===== config.mk =====
export PLATFORM = sky130hd
export DESIGN_NAME = tlb_op_ctrl
export DESIGN_NICKNAME = d
export VERILOG_FILES = /design/src/rtl/tlb_pkg.sv /design/src/rtl/tlb_fill_idx.sv /design/src/rtl/tlb_op_ctrl.sv
export SDC_FILE = /design/constraint.sdc
export NUM_CORES = 1
export LEC_CHECK = 0
export CAP_MARGIN = 20
export CORE_MARGIN = 3
export CORE_UTILIZATION = 45
export CTS_CLUSTER_DIAMETER = 100
export DETAILED_ROUTE_END_ITERATION = 8
export GPL_ROUTABILITY_DRIVEN = 0
export PLACE_DENSITY_LB_ADDON = 0.1
export SYNTH_ARGS = -nofsm -noshare
export SYNTH_HDL_FRONTEND = slang
export SYNTH_SLANG_ARGS = --single-unit

===== constraint.sdc =====
create_clock -name clk -period 4.6 [get_ports clk]
set_input_delay 0.69 -clock clk [delete_from_list [all_inputs] [get_ports clk]]
set_output_delay 0.69 -clock clk [all_outputs]
set_load 0.02 [all_outputs]

===== src/rtl/tlb_pkg.sv =====
// Shared definitions for the TLB maintenance-op sequencer: op codes, FSM state
// encoding, key widths and the LFSR tap table used by tlb_fill_idx.
package tlb_pkg;

   localparam int unsigned VPPN_W = 19;
   localparam int unsigned ASID_W = 10;
   localparam int unsigned OP_W   = 3;

   // Codes 0, 6 and 7 are not maintenance ops; the sequencer accepts and drops them.
   localparam logic [OP_W-1:0] TLBOP_SRCH = 3'd1;
   localparam logic [OP_W-1:0] TLBOP_RD   = 3'd2;
   localparam logic [OP_W-1:0] TLBOP_WR   = 3'd3;
   localparam logic [OP_W-1:0] TLBOP_FILL = 3'd4;
   localparam logic [OP_W-1:0] TLBOP_INV  = 3'd5;

   typedef enum logic [2:0] {
      StIdle,
      StSrch,
      StRd,
      StWr,
      StInv,
      StFlush
   } tlb_state_e;

   // Fibonacci tap masks (bit i = stage i+1) for maximal-length LFSRs, widths 2..10.
   function automatic logic [31:0] lfsr_taps(input int unsigned width);
      logic [31:0] taps;
      case (width)
         2:       taps = 32'h0000_0003;
         3:       taps = 32'h0000_0006;
         4:       taps = 32'h0000_000c;
         5:       taps = 32'h0000_0014;
         6:       taps = 32'h0000_0030;
         7:       taps = 32'h0000_0060;
         8:       taps = 32'h0000_00b8;
         9:       taps = 32'h0000_0110;
         10:      taps = 32'h0000_0240;
         default: taps = 32'h0000_0000;
      endcase
      return taps;
   endfunction

endpackage


===== src/rtl/tlb_fill_idx.sv =====
// Replacement index source for tlbfill. Steps every cycle; the sequencer samples
// it in the write cycle.
// Build option TLB_FILL_LFSR_EN: defined -> IW-bit maximal LFSR (seed 1, widths
// 2..10); undefined -> counter wrapping TLBNUM-1 -> 0.
module tlb_fill_idx
   import tlb_pkg::*;
#(
   parameter int unsigned TLBNUM = 16,
   parameter int unsigned IW     = $clog2(TLBNUM)
) (
   input  logic          clk,
   input  logic          resetn,
   output logic [IW-1:0] idx
);

`ifdef TLB_FILL_LFSR_EN
   logic [IW-1:0] lfsr_q;
   logic [IW-1:0] lfsr_d;

   generate
      if (IW >= 2) begin : g_lfsr
         localparam logic [31:0] Taps = lfsr_taps(IW);
         // Shift left, XOR of tapped stages enters at bit 0.
         always_comb begin
            lfsr_d = {lfsr_q[IW-2:0], ^(lfsr_q & Taps[IW-1:0])};
         end
      end else begin : g_toggle
         // A single-bit "LFSR" degenerates to a toggle.
         always_comb begin
            lfsr_d = ~lfsr_q;
         end
      end
   endgenerate

   // LFSR state; seeded non-zero so it never locks up.
   always_ff @(posedge clk or negedge resetn) begin
      if (!resetn) begin
         lfsr_q <= IW'(1);
      end else begin
         lfsr_q <= lfsr_d;
      end
   end

   assign idx = lfsr_q;
`else
   logic [IW-1:0] cnt_q;
   logic [IW-1:0] cnt_d;

   // Wrap explicitly so non-power-of-two TLBNUM stays in range.
   always_comb begin
      cnt_d = (cnt_q == IW'(TLBNUM - 1)) ? '0 : cnt_q + 1'b1;
   end

   // Free-running counter state.
   always_ff @(posedge clk or negedge resetn) begin
      if (!resetn) begin
         cnt_q <= '0;
      end else begin
         cnt_q <= cnt_d;
      end
   end

   assign idx = cnt_q;
`endif

endmodule


===== src/rtl/tlb_op_ctrl.sv =====
// Sequencer for LoongArch TLB maintenance ops (tlbsrch/tlbrd/tlbwr/tlbfill/invtlb).
// Takes one op at a time from WB, drives the TLB read/write/invalidate/s1 ports,
// shares s1 with EXE data translation and requests a refetch after every op
// except tlbsrch.
// Build option TLB_FILL_LFSR_EN selects the LFSR fill index in tlb_fill_idx.
module tlb_op_ctrl
   import tlb_pkg::*;
#(
   parameter int unsigned TLBNUM = 16,
   parameter int unsigned IW     = $clog2(TLBNUM)
) (
   input  logic              clk,
   input  logic              resetn,
   // op request from WB
   input  logic              op_valid,
   output logic              op_ready,
   input  logic [2:0]        op_type,
   input  logic [4:0]        op_invop,
   input  logic [9:0]        op_asid,
   input  logic [18:0]       op_vppn,
   input  logic              op_va_bit12,
   input  logic [31:0]       op_pc,
   input  logic [IW-1:0]     csr_tlbidx_index,
   input  logic              ex_flush,
   // EXE data translation
   input  logic              mem_req,
   input  logic [18:0]       mem_vppn,
   input  logic              mem_va_bit12,
   input  logic [9:0]        mem_asid,
   output logic              mem_grant,
   // TLB s1 search port
   output logic [18:0]       s1_vppn,
   output logic              s1_va_bit12,
   output logic [9:0]        s1_asid,
   input  logic              s1_found,
   input  logic [IW-1:0]     s1_index,
   // TLB read/write/invalidate
   output logic [IW-1:0]     r_index,
   output logic              tlb_we,
   output logic [IW-1:0]     w_index,
   output logic              invtlb_valid,
   output logic [4:0]        invtlb_op,
   // completion and refetch
   output logic              op_done,
   output logic              srch_hit,
   output logic [IW-1:0]     srch_index,
   output logic              refetch,
   output logic [31:0]       refetch_pc
);

   tlb_state_e          state_q;
   tlb_state_e          state_d;

   logic                is_fill_q;
   logic [4:0]          invop_q;
   logic [ASID_W-1:0]   asid_q;
   logic [VPPN_W-1:0]   vppn_q;
   logic                va_bit12_q;
   logic [31:0]         refetch_pc_q;
   logic                srch_hit_q;
   logic [IW-1:0]       srch_index_q;
   logic [IW-1:0]       fill_idx;

   logic                accept;
   logic                own_s1;

   assign accept = op_valid & op_ready & ~ex_flush;
   assign own_s1 = (state_q == StSrch) || (state_q == StInv);

   tlb_fill_idx #(
      .TLBNUM (TLBNUM),
      .IW     (IW)
   ) u_fill_idx (
      .clk    (clk),
      .resetn (resetn),
      .idx    (fill_idx)
   );

   // FSM state register.
   always_ff @(posedge clk or negedge resetn) begin
      if (!resetn) begin
         state_q <= StIdle;
      end else begin
         state_q <= state_d;
      end
   end

   // Latch the op's key, invtlb op and return PC at acceptance.
   always_ff @(posedge clk or negedge resetn) begin
      if (!resetn) begin
         is_fill_q    <= 1'b0;
         invop_q      <= '0;
         asid_q       <= '0;
         vppn_q       <= '0;
         va_bit12_q   <= 1'b0;
         refetch_pc_q <= '0;
      end else if (accept) begin
         is_fill_q    <= (op_type == TLBOP_FILL);
         invop_q      <= op_invop;
         asid_q       <= op_asid;
         vppn_q       <= op_vppn;
         va_bit12_q   <= op_va_bit12;
         refetch_pc_q <= op_pc + 32'd4;
      end
   end

   // tlbsrch result holds until the next completed search.
   always_ff @(posedge clk or negedge resetn) begin
      if (!resetn) begin
         srch_hit_q   <= 1'b0;
         srch_index_q <= '0;
      end else if ((state_q == StSrch) && !ex_flush) begin
         srch_hit_q   <= s1_found;
         srch_index_q <= s1_index;
      end
   end

   // Next-state: dispatch by op type from IDLE; ex_flush aborts any active op.
   always_comb begin
      state_d = state_q;
      unique case (state_q)
         StIdle: begin
            if (accept) begin
               case (op_type)
                  TLBOP_SRCH: state_d = StSrch;
                  TLBOP_RD:   state_d = StRd;
                  TLBOP_WR:   state_d = StWr;
                  TLBOP_FILL: state_d = StWr;
                  TLBOP_INV:  state_d = StInv;
                  default:    state_d = StIdle;
               endcase
            end
         end
         StSrch:  state_d = StIdle;
         StRd:    state_d = StFlush;
         StWr:    state_d = StFlush;
         StInv:   state_d = StFlush;
         StFlush: state_d = StIdle;
         default: state_d = StIdle;
      endcase
      if ((state_q != StIdle) && ex_flush) begin
         state_d = StIdle;
      end
   end

   // Outputs: port strobes per state, gated off by ex_flush; s1 arbitration.
   always_comb begin
      op_ready     = (state_q == StIdle);
      r_index      = '0;
      tlb_we       = 1'b0;
      w_index      = '0;
      invtlb_valid = 1'b0;
      invtlb_op    = '0;
      op_done      = 1'b0;
      refetch      = 1'b0;
      refetch_pc   = refetch_pc_q;
      srch_hit     = srch_hit_q;
      srch_index   = srch_index_q;

      if (own_s1) begin
         s1_vppn     = vppn_q;
         s1_va_bit12 = va_bit12_q;
         s1_asid     = asid_q;
         mem_grant   = 1'b0;
      end else begin
         s1_vppn     = mem_vppn;
         s1_va_bit12 = mem_va_bit12;
         s1_asid     = mem_asid;
         mem_grant   = mem_req;
      end

      unique case (state_q)
         StIdle: ;
         StSrch: begin
            op_done = ~ex_flush;
            // Present the live search result alongside op_done.
            if (!ex_flush) begin
               srch_hit   = s1_found;
               srch_index = s1_index;
            end
         end
         StRd: begin
            r_index = csr_tlbidx_index;
            op_done = ~ex_flush;
         end
         StWr: begin
            tlb_we  = ~ex_flush;
            w_index = is_fill_q ? fill_idx : csr_tlbidx_index;
            op_done = ~ex_flush;
         end
         StInv: begin
            invtlb_valid = ~ex_flush;
            invtlb_op    = invop_q;
            op_done      = ~ex_flush;
         end
         StFlush: begin
            refetch = ~ex_flush;
         end
         default: ;
      endcase
   end

endmodule


==> flow_metrics.tcl, run 1 <==
set metrics [dict create \
    antenna_cells 0 \
    syn-cell-area_sq_um 4220 \
    grt_use_total_pct 22.4 \
    drtIter0Drc 128 \
    die_h_um 103 \
    portBuffers 199 \
    synth_nets 583 \
    hp-class "input pin to async pin" \
    max_slew.worst_pin.slew_ns 0.966 \
    comb_power_share_pct 36.1 \
    muxShareOfSynthArea_pct 11.6 \
    outcome "finished clean" \
    layout_commonest_cell "clkdlybuf4s50_1" \
    grt_start_max_net_pins 81 \
    cts_tree "done" \
    ys_types 42 \
    max_stage_delay_ns 0.54 \
    ys_warn_count 0 \
    viasPerCell 5.32 \
    async_flop_share_pct 100 \
    clockBufferDepth 2 \
    cts_setup_buffers 0 \
    syn_area_per_cell_sq_um 9.04 \
    maxCapViolCount 0 \
    area_growth_pct 54.2 \
    synth-edff-count 0 \
    cts_hold_buf 0 \
    startpoint_type "input pin" \
    critPathSlowestCell "clkdlybuf4s50_1" \
    slew_headroom_pct 35.5 \
    die-area_sq_um 10600 \
    critical_path.max_fanout 10 \
    switchingPower_mw 0.736 \
    h-tree-depth 3 \
    drv_slew 0 \
    synthSimpleGateAreaFrac_pct 26.3 \
    drive_above_1_share_pct 10.6 \
    clk_pin_slew_worst_paths_ns 0.08 \
    multiInputGateArea_sq_um 2100 \
    overflow 0 \
    synth-compound-area-share_pct 7.91 \
    antenna_found_initial 0 \
    setup_viol 0 \
    die_width_um 103 \
    ys_seq_elements 80 \
    setup_tns_ns 0 \
    worstPathCellList "clkdlybuf4s50_1 > nor4b_2 > buf_4 > mux2_2 > clkdlybuf4s50_1" \
    hold_viol 0 \
    grt_pass1_wl_mm 18.7 \
    ff2ff_setup_slack_ns 2.14 \
    fmax_ghz 0.302 \
    cpMostUsedCell "clkdlybuf4s50_1" \
    first_pass_iters 5 \
    seqPwrFrac_pct 40.2 \
    cts_resized 0 \
    postSynthCellCount 467 \
    required_ns 3.91 \
    synth_fa_ha_area_share_pct 0.593 \
    crit_family "buffers and inverters" \
    final_util_pct 72.9 \
    cts_made_buffers 9 \
    mostFrequentLayoutCells "198 x clkdlybuf4s50_1, 141 x nand2_1, 80 x dfrtp_1, 40 x mux2_2, 26 x o21ai_0" \
    place_ws_ns 1.29 \
    layout.nets 771 \
    fin_crit_sh_pct 72.0 \
    seqCellArea_sq_um 2000 \
    cp-end-kind "output pin" \
    rsz0062_at_grt "false" \
    io_pins 200 \
    start_util_pct 47.3 \
    arrival_ns 2.62 \
    core_sq_um 8930 \
    skew_ns 0.00752 \
    min_period_ns 3.31 \
    synth_top_family_by_area "simple AND/OR/NAND/NOR gates" \
    synth_flop_cell "dfrtp_1" \
    powerDensity_nw_per_um2 360 \
    drtAntennaViolNets 0 \
    rows 34 \
    cts_sinks 80 \
    clkPwrFrac_pct 23.7 \
    sw_frac_of_total_pct 31.4 \
    fillers 696 \
    yosysSeqAreaShare_pct 47.4 \
    fin_ws_ns 1.29 \
    vias 4072 \
    wire_per_inst_um 15.8 \
    path_class "input pin to output pin" \
    routed_wl_mm 12.1 \
    cts_root_buffer "clkbuf_8" \
    dp_hpwl_mm 9.11 \
    irDropWorstVdd_mv 0.200 \
    synth_xor_area_share_pct 2.90 \
    critPathBufInv 3 \
    drc 0 \
    clock_latency_ns 0.34 \
    grt_pass1_vias 3955 \
    leakage_nw 2.73 \
    p_int_mw 1.61 \
]
cell families after synthesis:
family          Yosys count
simple gates            238
flops                    80
compound gates           57
mux                      44
buf+inv                  32
xor+xnor                 14
fa+ha+maj                 2
area by class of cell:
| class | count | share of cell area, % |
|---|---|---|
| Clock buffer | 10 | 2.11 |
| Multi-Input combinational cell | 355 | 32.3 |
| Timing Repair Buffer | 204 | 31.4 |
| Inverter | 5 | 0.288 |
| Clock inverter | 4 | 1.08 |
| Tap cell | 108 | 2.08 |
| Sequential cell | 80 | 30.8 |
metal layers:
metal	vias up	global-route usage (%)	wire, um	part of all wire, %
met3	16	3.45	770	6.3
met1	1923	27.6	4860	40
li1	1982	-	-	-
met4	0	8.37	235	1.9
met2	151	39.7	6270	52
met5	-	0	0	0
flip-flops by register name, summed over array words and instances, names as in the netlist:
signal / count
is_fill_q: 1
state_q: 3
u_fill_idx.idx: 4
asid_q: 10
srch_hit_q: 1
invop_q: 5
vppn_q: 19
va_bit12_q: 1
refetch_pc: 32
srch_index_q: 4
power groups by stage:
stage          combinational, mW  clock, mW  sequential (mW)
2_1_floorplan              0.352          0             1.00
3_3_place_gp               0.830          0            0.946
3_5_place_dp               0.849          0            0.952
4_1_cts                    0.852      0.571            0.940
5_1_grt                    0.917      0.590            0.959
6_report                   0.846      0.555            0.940
worst paths after layout:
path / from / to / cells after the start
max: ex_flush / srch_index[1] / 5
min: resetn / srch_index_q[0]$_DFFE_PN0P_ / 1
max reg2reg: state_q[0]$_DFFE_PN0P_ / vppn_q[3]$_DFFE_PN0P_ / 5
min reg2reg: vppn_q[8]$_DFFE_PN0P_ / vppn_q[8]$_DFFE_PN0P_ / 2
max in group asynchronous: resetn / refetch_pc[30]$_DFFE_PN0P_ / 2
min in group clk: vppn_q[8]$_DFFE_PN0P_ / vppn_q[8]$_DFFE_PN0P_ / 2
cells in the mapped netlist (2+ instances only):
library cell	instances	area, sq um
a21oi_1	5	25.0
a31oi_1	16	100
and2_1	9	56.3
and3_1	2	12.5
and4_1	3	26.3
buf_2	2	10.0
buf_6	2	22.5
clkbuf_1	22	82.6
dfrtp_1	80	2000
ha_1	2	25.0
inv_1	5	18.8
mux2_2	40	450
mux2i_1	4	40.0
nand2_1	141	529
nand3_1	13	65.1
nand4_1	5	31.3
nor2_1	26	97.6
nor2b_1	2	12.5
nor3_1	3	15.0
nor3b_1	2	15.0
nor4_1	5	31.3
nor4b_1	2	17.5
o21a_1	2	15.0
o21ai_0	26	130
o31ai_1	6	45.0
or3_1	8	50.1
or4_1	6	45.0
or4_4	2	22.5
xnor2_1	10	87.6
xor2_1	4	35.0
per-stage QoR:
step | hold WS (ns) | power [mW] | area, sq um | instances
floorplan | 0.394 | 1.35 | 4220 | 467
global placement | 0.452 | 1.78 | 6270 | 751
detailed placement | 0.459 | 1.80 | 6270 | 751
CTS | 0.480 | 2.36 | 6480 | 765
global route | 0.140 | 2.47 | 6510 | 766
finish | 0.151 | 2.34 | 6510 | 766
No activity file was read; power rests on OpenSTA's default activity.
==> inputs of run 2 (changes only) <==
Settings changed: CORE_UTILIZATION 45 to 37.
Clock period 4.6 ns to 2.71 ns, I/O delays scaled along.
==> run 2 against run 1 <==
Against the previous run: critical path depth decreased by 1; clock skew about the same; count of clock-buffer cells in the layout increased by 3; core utilization decreased by 11 points; final cell count increased by 5.5%; first-iteration DRC count increased by 36%; sequential share of layout area decreased by 1.3 points; cell area increased by 4.7%; routed wire length increased by 1.3%; register-to-register slack got worse by 1.5 ns; clock power increased by 130%; highest routed layer unchanged.
==> flow_metrics.tcl, run 2 (synthesis gave the netlist of run 1 again) <==
set metrics [dict create \
    outcome "finished clean" \
    drive_above_1_share_pct 12.1 \
    leakage_nw 3.12 \
    clk_pin_slew_worst_paths_ns 0.06 \
    crit_family "buffers and inverters" \
    drtAntennaViolNets 0 \
    path_class "flip-flop to output pin" \
    cp-end-kind "output pin" \
    critPathSlowestCell "clkdlybuf4s50_1" \
    start_util_pct 38.4 \
    min_period_ns 2.61 \
    max_slew.worst_pin.slew_ns 0.467 \
    required_ns 2.30 \
    skew_ns 0.00733 \
    layout_commonest_cell "clkdlybuf4s50_1" \
    p_int_mw 3.02 \
    seqPwrFrac_pct 37.0 \
    r2r-end "asid_q[9]$_DFFE_PN0P_" \
    hp-class "input pin to async pin" \
    r2r-start "state_q[0]$_DFFE_PN0P_" \
    switchingPower_mw 1.28 \
    core_sq_um 11000 \
    hold_viol 0 \
    vias 4014 \
    startpoint_type "flip-flop" \
    io_pins 200 \
    arrival_ns 2.20 \
    cp-startpoint "state_q[1]$_DFFE_PN0P_" \
    antenna_cells 0 \
    antenna_found_initial 0 \
    comb_power_share_pct 33.3 \
    powerDensity_nw_per_um2 632 \
    clock_latency_ns 0.33 \
    grt_pass1_vias 4010 \
    critPathBufInv 2 \
    cts_root_buffer "clkbuf_16" \
    first_pass_iters 4 \
    clkPwrFrac_pct 29.7 \
    placed_cell_area_sq_um 6390 \
    grt_use_total_pct 19.1 \
    ff2ff_setup_slack_ns 0.60 \
    die-area_sq_um 12700 \
    die_width_um 113 \
    cts_sinks 80 \
    cts_hold_buf 0 \
    fin_crit_sh_pct 96.2 \
    clockBufferDepth 2 \
    h-tree-depth 3 \
    irDropWorstVdd_mv 0.335 \
    wire_per_inst_um 15.2 \
    worstPathCellList "nor4b_2 > buf_4 > mux2_2 > clkdlybuf4s50_1" \
    mostFrequentLayoutCells "166 x clkdlybuf4s50_1, 141 x nand2_1, 77 x dfrtp_1, 40 x mux2_2, 30 x dlymetal6s2s_1" \
    setup_viol 0 \
    viasPerCell 4.97 \
    slew_headroom_pct 68.9 \
    dp_hpwl_mm 9.15 \
    drtIter0Drc 174 \
    fmax_ghz 0.384 \
    drv_slew 0 \
    crit_cells 4 \
    finalPower_mw 4.31 \
    cts_tree "done" \
    die_h_um 113 \
    overflow 0 \
    dp_cells 788 \
    rows 38 \
    sw_frac_of_total_pct 29.8 \
    critical_path.max_fanout 13 \
    fin_cells 808 \
    routed_wl_mm 12.3 \
    largest_reg_flops 32 \
    portBuffers 199 \
    drc 0 \
    layout.nets 779 \
    max_stage_delay_ns 0.53 \
    maxCapViolCount 0 \
    grt_pass1_wl_mm 19.7 \
    final_util_pct 62.1 \
    cts_made_buffers 9 \
    worst-r2r-cell-count 5 \
    grt_start_max_net_pins 81 \
    worstSetupEndpoint "srch_hit" \
    final_area_sq_um 6820 \
    area_growth_pct 61.4 \
]
## run 2: repair_timing
| action | CTS | global route |
|---|---|---|
| setup endpoints to repair | 6 | 38 |
| hold endpoints to repair | 0 | 0 |
| buffers inserted | 0 | 4 |
| pin swaps | 0 | 0 |
| gates resized for setup | 3 | 33 |
## run 2: power groups by stage
stage	sequential [mW]	combinational (mW)	clock [mW]
2_1_floorplan	1.70	0.597	0
3_3_place_gp	1.61	1.44	0
3_5_place_dp	1.61	1.47	0
4_1_cts	1.59	1.47	1.31
5_1_grt	1.63	1.55	1.38
6_report	1.59	1.43	1.28
## run 2: cell type report
class	instances	area, sq um
Fill cell	960	4170
Timing Repair Buffer	212	2200
Multi-Input combinational cell	355	2100
Sequential cell	80	2010
Clock buffer	13	250
Tap cell	140	175
Clock inverter	3	65.1
Inverter	5	18.8
## run 2: layer usage
layer | wire, um | track usage [%] | vias up
met4 | 183 | 6.81 | 0
li1 | - | - | 1999
met3 | 914 | 4.92 | 13
met2 | 5960 | 32.7 | 140
met5 | 0 | 0 | -
met1 | 5230 | 23.3 | 1862
## run 2: worst min path at each step
stage	end	from
6_report	asid_q[5]$_DFFE_PN0P_	resetn
4_1_cts	asid_q[5]$_DFFE_PN0P_	resetn
5_1_grt	asid_q[1]$_DFFE_PN0P_	resetn
2_1_floorplan	asid_q[0]$_DFFE_PN0P_	resetn
3_5_place_dp	invop_q[3]$_DFFE_PN0P_	invop_q[3]$_DFFE_PN0P_
3_3_place_gp	vppn_q[0]$_DFFE_PN0P_	vppn_q[0]$_DFFE_PN0P_
## run 2: worst reg2reg max path, stage by stage (launching register included)
cell,delay (ns)
dfrtp_2,0.48
or3_1,0.48
or2_2,0.53
buf_4,0.33
nand2_1,0.13
nand2_1,0.05
## run 2: stage by stage
step	TNS, ns	hold slack, ns	worst slack, ns
floorplan	0	0.111	0.683
detailed placement	0	0.454	0.103
global placement	0	0.453	0.121
CTS	0	0.116	0.0220
global route	-0.0172	0.130	-0.00832
finish	0	0.0929	0.103
